## config.mk

```make
export PLATFORM = sky130hd
export DESIGN_NAME = pe_scan_flat
export DESIGN_NICKNAME = d
export VERILOG_FILES = /design/src/rtl/pe_scan_if.sv /design/src/rtl/pe_scan.sv /design/src/flat_wrapper.sv
export SDC_FILE = /design/constraint.sdc
export NUM_CORES = 1
export LEC_CHECK = 0
export ABC_CLOCK_PERIOD_IN_PS = 5900
export CAP_MARGIN = 0
export CORE_MARGIN = 3
export CORE_UTILIZATION = 45
export DETAILED_ROUTE_END_ITERATION = 10
export PLACE_DENSITY = 0.76
export SYNTH_ARGS = -nofsm -noshare
export SYNTH_HDL_FRONTEND = slang
export SYNTH_SLANG_ARGS = --single-unit
export TNS_END_PERCENT = 50
```

## constraint.sdc

```tcl
create_clock -name clk -period 5.9 [get_ports clk]
set_input_delay 1.18 -clock clk [delete_from_list [all_inputs] [get_ports clk]]
set_output_delay 1.18 -clock clk [all_outputs]
set_load 0.005 [all_outputs]
```

## src/rtl/pe_scan_if.sv

```systemverilog
// Handshake bundle for pe_scan: vector load side, beat output side and flush.
// The slave modport is the scanner; the master modport is whoever feeds and drains it.
interface pe_scan_if #(
  parameter int WIDTH = 32,
  parameter int IDXW  = 5
);
  logic             in_valid;
  logic [WIDTH-1:0] in_vec;
  logic             in_ready;
  logic             flush;
  logic             out_valid;
  logic             out_ready;
  logic [IDXW-1:0]  out_idx;
  logic             out_last;
  logic             out_none;
  logic [IDXW:0]    out_remain;

  modport slave (
    input  in_valid, in_vec, flush, out_ready,
    output in_ready, out_valid, out_idx, out_last, out_none, out_remain
  );

  modport master (
    output in_valid, in_vec, flush, out_ready,
    input  in_ready, out_valid, out_idx, out_last, out_none, out_remain
  );
endinterface

```

## src/rtl/pe_scan.sv

```systemverilog
// Priority-encoder scanner: loads a request bitmap and emits one beat per set bit,
// highest (MSB_FIRST=1) or lowest first, clearing each bit as its beat is accepted.
//
//   state  | meaning
//   IDLE   | waiting for a vector; in_ready high
//   SCAN   | hold register nonzero; presenting the current priority bit
//   ZERO   | accepted vector was all-zero; presenting the single "none" beat
module pe_scan #(
  parameter int WIDTH     = 32,
  parameter int IDXW      = 5,
  parameter int MSB_FIRST = 1
) (
  input  logic clk,
  input  logic reset,
  pe_scan_if.slave bus
);
  localparam int RW = IDXW + 1;

  typedef enum logic [1:0] {
    S_IDLE = 2'd0,
    S_SCAN = 2'd1,
    S_ZERO = 2'd2
  } state_t;

  state_t           state, state_nxt;
  logic [WIDTH-1:0] hold, hold_nxt;
  logic [RW-1:0]    remain, remain_nxt;
  logic [IDXW-1:0]  pri_idx;

  logic             in_ready;
  logic             out_valid;
  logic [IDXW-1:0]  out_idx;
  logic             out_last;
  logic             out_none;
  logic [RW-1:0]    out_remain;

  // Later matches overwrite earlier ones, so scan direction picks the priority end.
  always_comb begin
    pri_idx = '0;
    if (MSB_FIRST != 0) begin
      for (int i = 0; i < WIDTH; i++)
        if (hold[i]) pri_idx = IDXW'(i);
    end else begin
      for (int i = WIDTH - 1; i >= 0; i--)
        if (hold[i]) pri_idx = IDXW'(i);
    end
  end

  always_ff @(posedge clk or posedge reset) begin
    if (reset) begin
      state  <= S_IDLE;
      hold   <= '0;
      remain <= '0;
    end else begin
      state  <= state_nxt;
      hold   <= hold_nxt;
      remain <= remain_nxt;
    end
  end

  always_comb begin
    state_nxt  = state;
    hold_nxt   = hold;
    remain_nxt = remain;
    in_ready   = 1'b0;
    out_valid  = 1'b0;
    out_idx    = '0;
    out_last   = 1'b0;
    out_none   = 1'b0;
    out_remain = '0;

    case (state)
      S_IDLE: begin
        // Gated by reset so in_ready reads 0 for the whole reset window.
        in_ready = !reset;
        if (bus.in_valid && in_ready) begin
          if (|bus.in_vec) begin
            hold_nxt   = bus.in_vec;
            remain_nxt = RW'($countones(bus.in_vec));
            state_nxt  = S_SCAN;
          end else begin
            state_nxt  = S_ZERO;
          end
        end
      end
      S_SCAN: begin
        out_valid  = 1'b1;
        out_idx    = pri_idx;
        out_remain = remain;
        out_last   = (remain == RW'(1));
        if (bus.out_ready) begin
          hold_nxt   = hold & ~(WIDTH'(1) << pri_idx);
          remain_nxt = remain - RW'(1);
          if (out_last) state_nxt = S_IDLE;
        end
      end
      S_ZERO: begin
        out_valid = 1'b1;
        out_none  = 1'b1;
        out_last  = 1'b1;
        if (bus.out_ready) state_nxt = S_IDLE;
      end
      default: state_nxt = S_IDLE;
    endcase

    if (bus.flush) begin
      state_nxt  = S_IDLE;
      hold_nxt   = '0;
      remain_nxt = '0;
    end
  end

  assign bus.in_ready   = in_ready;
  assign bus.out_valid  = out_valid;
  assign bus.out_idx    = out_idx;
  assign bus.out_last   = out_last;
  assign bus.out_none   = out_none;
  assign bus.out_remain = out_remain;
endmodule

```

## src/flat_wrapper.sv

```systemverilog
// flat-port wrapper written by rule: the top's interface ports become plain ports
module pe_scan_flat 
#(
  parameter int WIDTH     = 32,
  parameter int IDXW      = 5,
  parameter int MSB_FIRST = 1
)
  (clk, reset, bus_in_valid, bus_in_vec, bus_flush, bus_out_ready, bus_in_ready, bus_out_valid, bus_out_idx, bus_out_last, bus_out_none, bus_out_remain);
  pe_scan_if #(.WIDTH(WIDTH), .IDXW(IDXW)) bus_i ();
  input  logic clk;
  input  logic reset;
  input wire logic [$bits(bus_i.in_valid)-1:0] bus_in_valid;
  input wire logic [$bits(bus_i.in_vec)-1:0] bus_in_vec;
  input wire logic [$bits(bus_i.flush)-1:0] bus_flush;
  input wire logic [$bits(bus_i.out_ready)-1:0] bus_out_ready;
  output wire logic [$bits(bus_i.in_ready)-1:0] bus_in_ready;
  output wire logic [$bits(bus_i.out_valid)-1:0] bus_out_valid;
  output wire logic [$bits(bus_i.out_idx)-1:0] bus_out_idx;
  output wire logic [$bits(bus_i.out_last)-1:0] bus_out_last;
  output wire logic [$bits(bus_i.out_none)-1:0] bus_out_none;
  output wire logic [$bits(bus_i.out_remain)-1:0] bus_out_remain;
  assign bus_i.in_valid = bus_in_valid;
  assign bus_i.in_vec = bus_in_vec;
  assign bus_i.flush = bus_flush;
  assign bus_i.out_ready = bus_out_ready;
  assign bus_in_ready = bus_i.in_ready;
  assign bus_out_valid = bus_i.out_valid;
  assign bus_out_idx = bus_i.out_idx;
  assign bus_out_last = bus_i.out_last;
  assign bus_out_none = bus_i.out_none;
  assign bus_out_remain = bus_i.out_remain;
  pe_scan #(.WIDTH(WIDTH), .IDXW(IDXW), .MSB_FIRST(MSB_FIRST)) u_core (.clk(clk), .reset(reset), .bus(bus_i));
endmodule
```

[Yosys cells after proc, flatten, opt, wreduce, memory -nomap -nowiden]
Cells that the tools add are included.
W data, S select, Z words.
Word-level totals
  output and inout bits: 15
  register bits after elaboration: 40
  logic and storage cells: 108
Cells by class
  shift operators: 1
  reductions and logical operators: 8
  equal/unequal tests: 8
  add/sub/neg operators: 32
  bitwise operators: 2
  muxes and demuxes: 54
Operator list (number)
  $mux W32: 4
  $add A6 B6 Y6: 15
  $mux W5: 17
  $pmux W32 S2: 1
  $add A1 B1 Y2: 16
  $and A32 B32 Y32: 1
  $mux W4: 8
  $not A32 Y32: 1
  $reduce_or A32 Y1: 1
  $shl A1 B5 Y32 const A: 1
  $mux W6: 5
  $mux W2: 8
  $mux W3: 4
  $pmux W6 S2: 1
  $ne A3 B2 Y1 const B: 3
  $reduce_and A4 Y1: 2
  $eq A6 B1 Y1 const B: 1
  $ne A3 B3 Y1 const B: 2
  $pmux W2 S3: 1
  $sub A6 B1 Y6 const B: 1
  $mux W1: 4
  $reduce_bool A3 Y1: 1
  $eq A2 B1 Y1 const B: 1
  $eq A2 B2 Y1 const B: 1
  5 further kinds: 5

[Longest topological paths before layout]
Gate-level depths: netlist (run 1).
  word-level depth: 37
  gate-level depth with buffers: 17
  depth with buffers taken out: 17

[Least setup slack after synthesis (run 1)]
Ideal clock, no wire load.
  path type: input port to flip-flop
  start: in bus_in_vec[30]
  end: reg u_core.remain[5]
  cell stages on the path: 15
  arrival: 5.263 ns
  data required time: 5.779 ns
  setup time: 0.121 ns
  slack: 0.516 ns
  path through: inv_1 ha_1 fa_1 inv_1 fa_1 inv_1 fa_1 fa_1 fa_1 ha_1 fa_1 a21o_1 a211oi_1 a311oi_1 o22a_1
Between the ends
  longest elaborated chain between the ends: 9
  elaborated cells between the ends (all ways): 12
  those cells by class: 5 x add/sub; 1 x eq/ne; 4 x mux; 2 x reduce/logical
Ends and longest elaborated chain
  start, declared: line flat_wrapper.sv:13  | input wire logic [$bits(bus_i.in_vec)-1:0] bus_in_vec;
  $add A1 B1 Y2 (implied by the code): line pe_scan.sv:79  | remain_nxt = RW'($countones(bus.in_vec));
  $add A6 B6 Y6 (implied by the code) (4 in series): line pe_scan.sv:79
  $mux W6: line pe_scan.sv:77  | if (|bus.in_vec) begin
  $mux W6: line pe_scan.sv:76  | if (bus.in_valid && in_ready) begin
  $pmux W6 S2: line pe_scan.sv:72  | case (state)
  $mux W6: line pe_scan.sv:106  | if (bus.flush) begin
  end signal, assigned: line pe_scan.sv:57  | remain <= remain_nxt;
  end, declared: line pe_scan.sv:27  | logic [RW-1:0] remain, remain_nxt;
Parallel ways exist; a longest one is shown, timed or not. The select of a mux whose other input is x is not followed.
A chain may end at the register's enable or synchronous reset.

[Worst setup path after layout (run 1)]
  start: in bus_in_vec[24]
  end: reg u_core.remain[5]
The elaborated chain is that of the path after synthesis.

==> impl_metrics.ini, run 1 <==
[cells_and_area]
nFillCells = 747
final_common_cell = inv_1
seqCellArea_um2 = 976
final_core_util = 0.573
area_delta_synth_final_pct = 20.4
fin_cells = 622
drive_above_1_share = 0.0870
multi_input_area_um2 = 2710
fin_area_um2 = 4850
final_cell_mix = inv_1 (74), clkdlybuf4s50_1 (51), ha_1 (45), dfrtp_1 (39), nand2_1 (33)
layout.nets = 624
antennaDiodeCount = 0

[synthesis]
synth_nets = 563
synth_top_area_cell = dfrtp_1
synth-edff-count = 0
yosys.area.top_type_share = 0.242
synth_seq_cells = 39
syn_area_per_cell_um2 = 8.85
synth-main-ff-cell = dfrtp_1
synth-seq-area-share = 0.242
syn_area_um2 = 4030
async_reset_ff_frac = 1.00
syn-instance-count = 455
synth_top_cells_by_area = dfrtp_1 (24%), ha_1 (14%), fa_1 (13%), inv_1 (6.9%), o21ai_0 (3.1%)
synth.yosys.warnings = 0
synth_cell_types = 66

[floorplanning]
core_region_area_um2 = 8460
die-width_um = 101
num_io_pins = 52
rows = 33
die-area_um2 = 10100
fp.dieH_um = 101
start_util = 0.476

[clock_tree]
clk_transition_reported_paths_ps = 80
numClockSinks = 39
htree_levels = 2
clkLatencyLatePin_ps = 300
cts_buffers = 5
cts_root_buf = clkbuf_8
cts_setup_buffers = 0
cts_resized = 0
cts_hold_buffers = 0
cts_buffer_depth = 2
cts_tree = built

[place]
dp_hpwl_mm = 8.70
place_area_um2 = 4730
place.gp.congestion = 0.908
port-buffer-count = 51
dp.cells = 614

[grt]
grt_remaining_overflow = 0
grt_pass1_wl_mm = 17.6
grt_pass1_vias = 3488
grt_max_degree = 40
grt.total_usage = 0.222
antenna_found_initial = 0

[detailed_routing]
wire_per_inst_um = 17.6
drc = 0
ant_nets = 0
drtIter0Drc = 287
postRouteWirelength_mm = 10.9
vias_per_cell = 5.75
vias = 3576
dr.pass1.iters = 5

[setup_path]
endpoint_kind = register
critPathArrivalTime_ps = 5910
critPathRequiredTime_ps = 6090
cp_max_fo = 3
crit_path_start_kind = primary input
crit_type = in2reg

[sta]
hold_viol = 0
fin_skew_ps = 5.91
slew_violations = 0
max_freq_mhz = 175
period_share = 0.969
rsz0062_at_grt = no
setup_violations = 0
worstMarginPinSlew_ps = 863
maxSlewHeadroom = 0.421
fin_crit_ps = 5720
fin_tns_setup_ps = 0

[power]
p_total_mw = 2.06
power.density_nw_per_um2 = 424
peakVddDrop_uv = 246
p_leak_nw = 2.36

[worst_hold_path]
hold_path.class = reg2reg

[job]
max_cap_violations = 0

[status]
run_status = completed
-- where the power goes --
part / total (mW) / leakage (nW) / switching, mW / internal [mW]
Sequential: 0.364 / 0.532 / 0.0558 / 0.308
Combinational: 1.45 / 1.77 / 0.792 / 0.657
Clock: 0.242 / 0.0612 / 0.105 / 0.137
Total: 2.06 / 2.36 / 0.953 / 1.10
-- cell type report --
type | count | area share
Multi-Input combinational cell | 329 | 0.560
Tap cell | 105 | 0.0271
Clock buffer | 6 | 0.0170
Inverter | 74 | 0.0573
Clock inverter | 2 | 0.00723
Timing Repair Buffer | 67 | 0.130
Sequential cell | 39 | 0.201
-- cells in the mapped netlist (4+ instances only) --
library cell and number:
nor2b_1 4, a21o_1 6, ha_1 45, o211a_1 4, nor4_1 8, nand2b_1 6
a31oi_1 12, a21boi_0 13, dfrtp_1 39, inv_1 74, a22oi_1 10, o21ai_0 25
clkbuf_1 9, nand4_1 4, fa_1 26, and2_1 10, a211oi_1 4, nor3_1 11
nor2_1 28, nand2_1 33, a21oi_1 17
-- worst max-delay path: stages --
cell,delay (ps)
clkdlybuf4s50_1,510
inv_1,60
ha_1,340
fa_1,550
inv_1,50
fa_1,460
fa_1,420
inv_1,80
fa_1,440
fa_1,490
ha_1,240
fa_2,350
a21o_1,190
a211oi_1,250
a311oi_1,80
o22a_1,210
-- per-stage QoR --
stage / setup WS, ps / hold slack, ps
after CTS: 119 / 529
after global placement: -109 / 493
final: 181 / 531
after global routing: 2.74 / 556
after floorplan: 516 / 475
after detailed placement: -196 / 503
-- logic make-up (layout without fill, tap and decap cells) --
family,after synthesis,in the layout,share of synthesized area
adders and majority gates,71,71,0.269
DFF,39,39,0.242
and+or+nand+nor,132,132,0.181
buffers and inverters,87,149,0.0839
muxes,2,2,0.00559
xor gates and xnor gates,4,4,0.00871
AOI/OAI and AO/OA,120,120,0.209
-- worst paths after layout --
check                           depth (start not counted)  slack, ps             start               end
max in group asynchronous                               3       4170             reset   u_core.hold[11]
min in group asynchronous                               3       1360             reset   u_core.hold[31]
worst max-delay path                                   16        180    bus_in_vec[24]  u_core.remain[5]
worst max register to register                          6       3170    u_core.hold[4]   u_core.hold[18]
worst min-delay path                                    1        530  u_core.remain[5]  u_core.remain[5]
worst min register to register                          1        530  u_core.remain[5]  u_core.remain[5]
-- state kept, by name (all words and copies together), names as in the netlist --
register       count
u_core.hold       31
u_core.remain      6
u_core.state       2
-- metal layers --
metal	wire length, um	part of all wire	global-route usage	up-vias
met4	168	0.015	0.0518	0
met5	0	0	0	-
met3	951	0.087	0.0332	13
li1	-	-	-	1689
met2	4910	0.45	0.344	162
met1	4900	0.45	0.327	1712
No activity file was read; power rests on OpenSTA's default activity.
==> run 2, diff against run 1 <==
--- a/config.mk
+++ b/config.mk
@@ -5,6 +5,7 @@
 export SDC_FILE = /design/constraint.sdc
 export NUM_CORES = 1
 export LEC_CHECK = 0
+export ABC_AREA = 0
 export ABC_CLOCK_PERIOD_IN_PS = 5900
 export CAP_MARGIN = 0
 export CORE_MARGIN = 3
==> results of run 2 <==
The final DEF is identical to that of run 1; final timing and power are the same.
==> run 3, diff against run 2 <==
--- a/config.mk
+++ b/config.mk
@@ -6,12 +6,12 @@
 export NUM_CORES = 1
 export LEC_CHECK = 0
 export ABC_AREA = 0
-export ABC_CLOCK_PERIOD_IN_PS = 5900
+export ABC_CLOCK_PERIOD_IN_PS = 4800
 export CAP_MARGIN = 0
 export CORE_MARGIN = 3
 export CORE_UTILIZATION = 45
 export DETAILED_ROUTE_END_ITERATION = 10
-export PLACE_DENSITY = 0.76
+export PLACE_DENSITY = 0.79
 export SYNTH_ARGS = -nofsm -noshare
 export SYNTH_HDL_FRONTEND = slang
 export SYNTH_SLANG_ARGS = --single-unit
==> constraint.sdc (replaced) <==
create_clock -name clk -period 4.8 [get_ports clk]
set_input_delay 0.96 -clock clk [delete_from_list [all_inputs] [get_ports clk]]
set_output_delay 0.96 -clock clk [all_outputs]
set_load 0.005 [all_outputs]
==> run 3 against run 2 <==
  * Worst hold slack got worse by 1.1 ps
  * Sequential cell count unchanged
  * Die area unchanged
  * Global-route usage increased by 1.5 points
  * Clock power about the same
  * Sequential power increased by 23%
  * Register-to-register slack got worse by 1600 ps
  * Largest power group unchanged
==> impl_metrics.ini, run 3 (synthesis results as in run 1) <==
[grt]
grt_pass1_wl_mm = 18.6
grt_max_degree = 40
grt_remaining_overflow = 0
grt_pass1_vias = 3516
antenna_found_initial = 0
grt.total_usage = 0.237

[cells_and_area]
largestRegisters = u_core.hold: 31 flops, u_core.remain: 6 flops, u_core.state: 2 flops
area_delta_synth_final_pct = 26.6
largest_reg_flops = 31
final_core_util = 0.602
top_register = u_core.hold
final_cell_mix = inv_1 (44), dfrtp_1 (39), nand2_1 (33), buf_4 (29)
final_common_cell = inv_1
antennaDiodeCount = 0
drive_above_1_share = 0.270
layout.nets = 633

[floorplanning]
start_util = 0.476
fp.dieH_um = 101
num_io_pins = 52
rows = 33
die-width_um = 101
core_region_area_um2 = 8460
die-area_um2 = 10100

[place]
place.gp.congestion = 0.974
pre_cts_ws_ps = -838
dp_hpwl_mm = 8.88
port-buffer-count = 51

[detailed_routing]
postRouteWirelength_mm = 11.4
ant_nets = 0
vias = 3638
vias_per_cell = 5.77
dr.pass1.iters = 4
drtIter0Drc = 221
wire_per_inst_um = 18.1
drc = 0

[setup_path]
critPathArrivalTime_ps = 4940
crit_type = in2reg
critPathRequiredTime_ps = 5000
endpoint_kind = register
cp_max_fo = 3
crit_path_start_kind = primary input

[power]
peakVddDrop_uv = 412
p_leak_nw = 2.36
power.density_nw_per_um2 = 520
p_total_mw = 2.65

[sta]
fin_crit_ps = 4740
worstMarginPinSlew_ps = 1040
setup_violations = 0
timing.final.ws_setup_ps = 58.3
fin_skew_ps = 9.28
rsz0062_at_grt = yes
max_freq_mhz = 211
hold_viol = 0
whs_ps = 530
slew_violations = 0
fin_tns_setup_ps = 0
maxSlewHeadroom = 0.305
period_share = 0.988

[clock_tree]
numClockSinks = 39
clk_transition_reported_paths_ps = 80
cts_buffer_depth = 2
htree_levels = 2
cts_tree = built
clkLatencyLatePin_ps = 310
cts_root_buf = clkbuf_8
cts_buffers = 5

[status]
run_status = completed

[job]
max_cap_violations = 0

[worst_hold_path]
hold_path.class = reg2reg
==> run 3: cell types whose count changed in the layout (fill, tap and decap cells not counted), sizes merged <==
cell,change
buf,+33
bufinv,-1
clkbuf,-1
clkdlybuf4s50,-24
clkinvlp,+2
==> run 3: timing repair <==
| action | 4_1_cts | 5_1_grt |
|---|---|---|
| hold buffers | 0 | 0 |
| pin swaps | 24 | 18 |
| endpoints found under the setup margin | 4 | 4 |
| gates resized for setup | 127 | 28 |
| buffers inserted | 1 | 3 |
==> run 3: final cells by class <==
cell class / count / area, um2
timing repair buffer: 76 / 646
fill: 716 / 3370
tap: 105 / 131
inverter: 74 / 283
clock buffer: 5 / 68.8
sequential: 39 / 976
clock inverter: 3 / 20.0
multi-input combinational: 329 / 2970
==> run 3: path summary, 6_finish.rpt <==
| kind | start | endpoint | slack, ps | cells past startpoint |
|---|---|---|---|---|
| max in group asynchronous | reset | u_core.remain[4] | 3290 | 3 |
| min in group asynchronous | reset | u_core.hold[31] | 1140 | 3 |
| max reg2reg | u_core.state[1] | u_core.hold[6] | 1610 | 8 |
| max | bus_in_vec[17] | u_core.remain[5] | 60 | 16 |
| min | u_core.remain[5] | u_core.remain[5] | 530 | 1 |
| min reg2reg | u_core.remain[5] | u_core.remain[5] | 530 | 1 |
==> run 3: where the power goes <==
part	total (mW)	leakage, nW	switching (mW)	internal, mW
registers	0.446	0.532	0.0673	0.379
clock network	0.241	0.0402	0.140	0.101
logic	1.96	1.79	1.03	0.927
==> run 3: worst max-delay path: stages <==
cell      delay (ps)
buf_4            110
inv_1             40
ha_1             300
fa_2             520
inv_1             50
fa_2             330
inv_2             70
fa_1             420
fa_1             560
fa_1             420
ha_2             200
fa_2             340
a21o_1           170
a211oi_2         170
a311oi_1          70
o22a_1           220
==> run 3: layer usage <==
layer,GRT usage,share of wire
met2,0.350,0.45
met3,0.0478,0.068
met1,0.344,0.45
met4,0.0839,0.030
met5,0,0
==> run 3: per-stage QoR <==
step           instances  instance area [um2]
2_1_floorplan        455                 4120
3_3_place_gp         619                 4860
3_5_place_dp         619                 4860
4_1_cts              628                 5010
5_1_grt              631                 5100
6_report             631                 5100
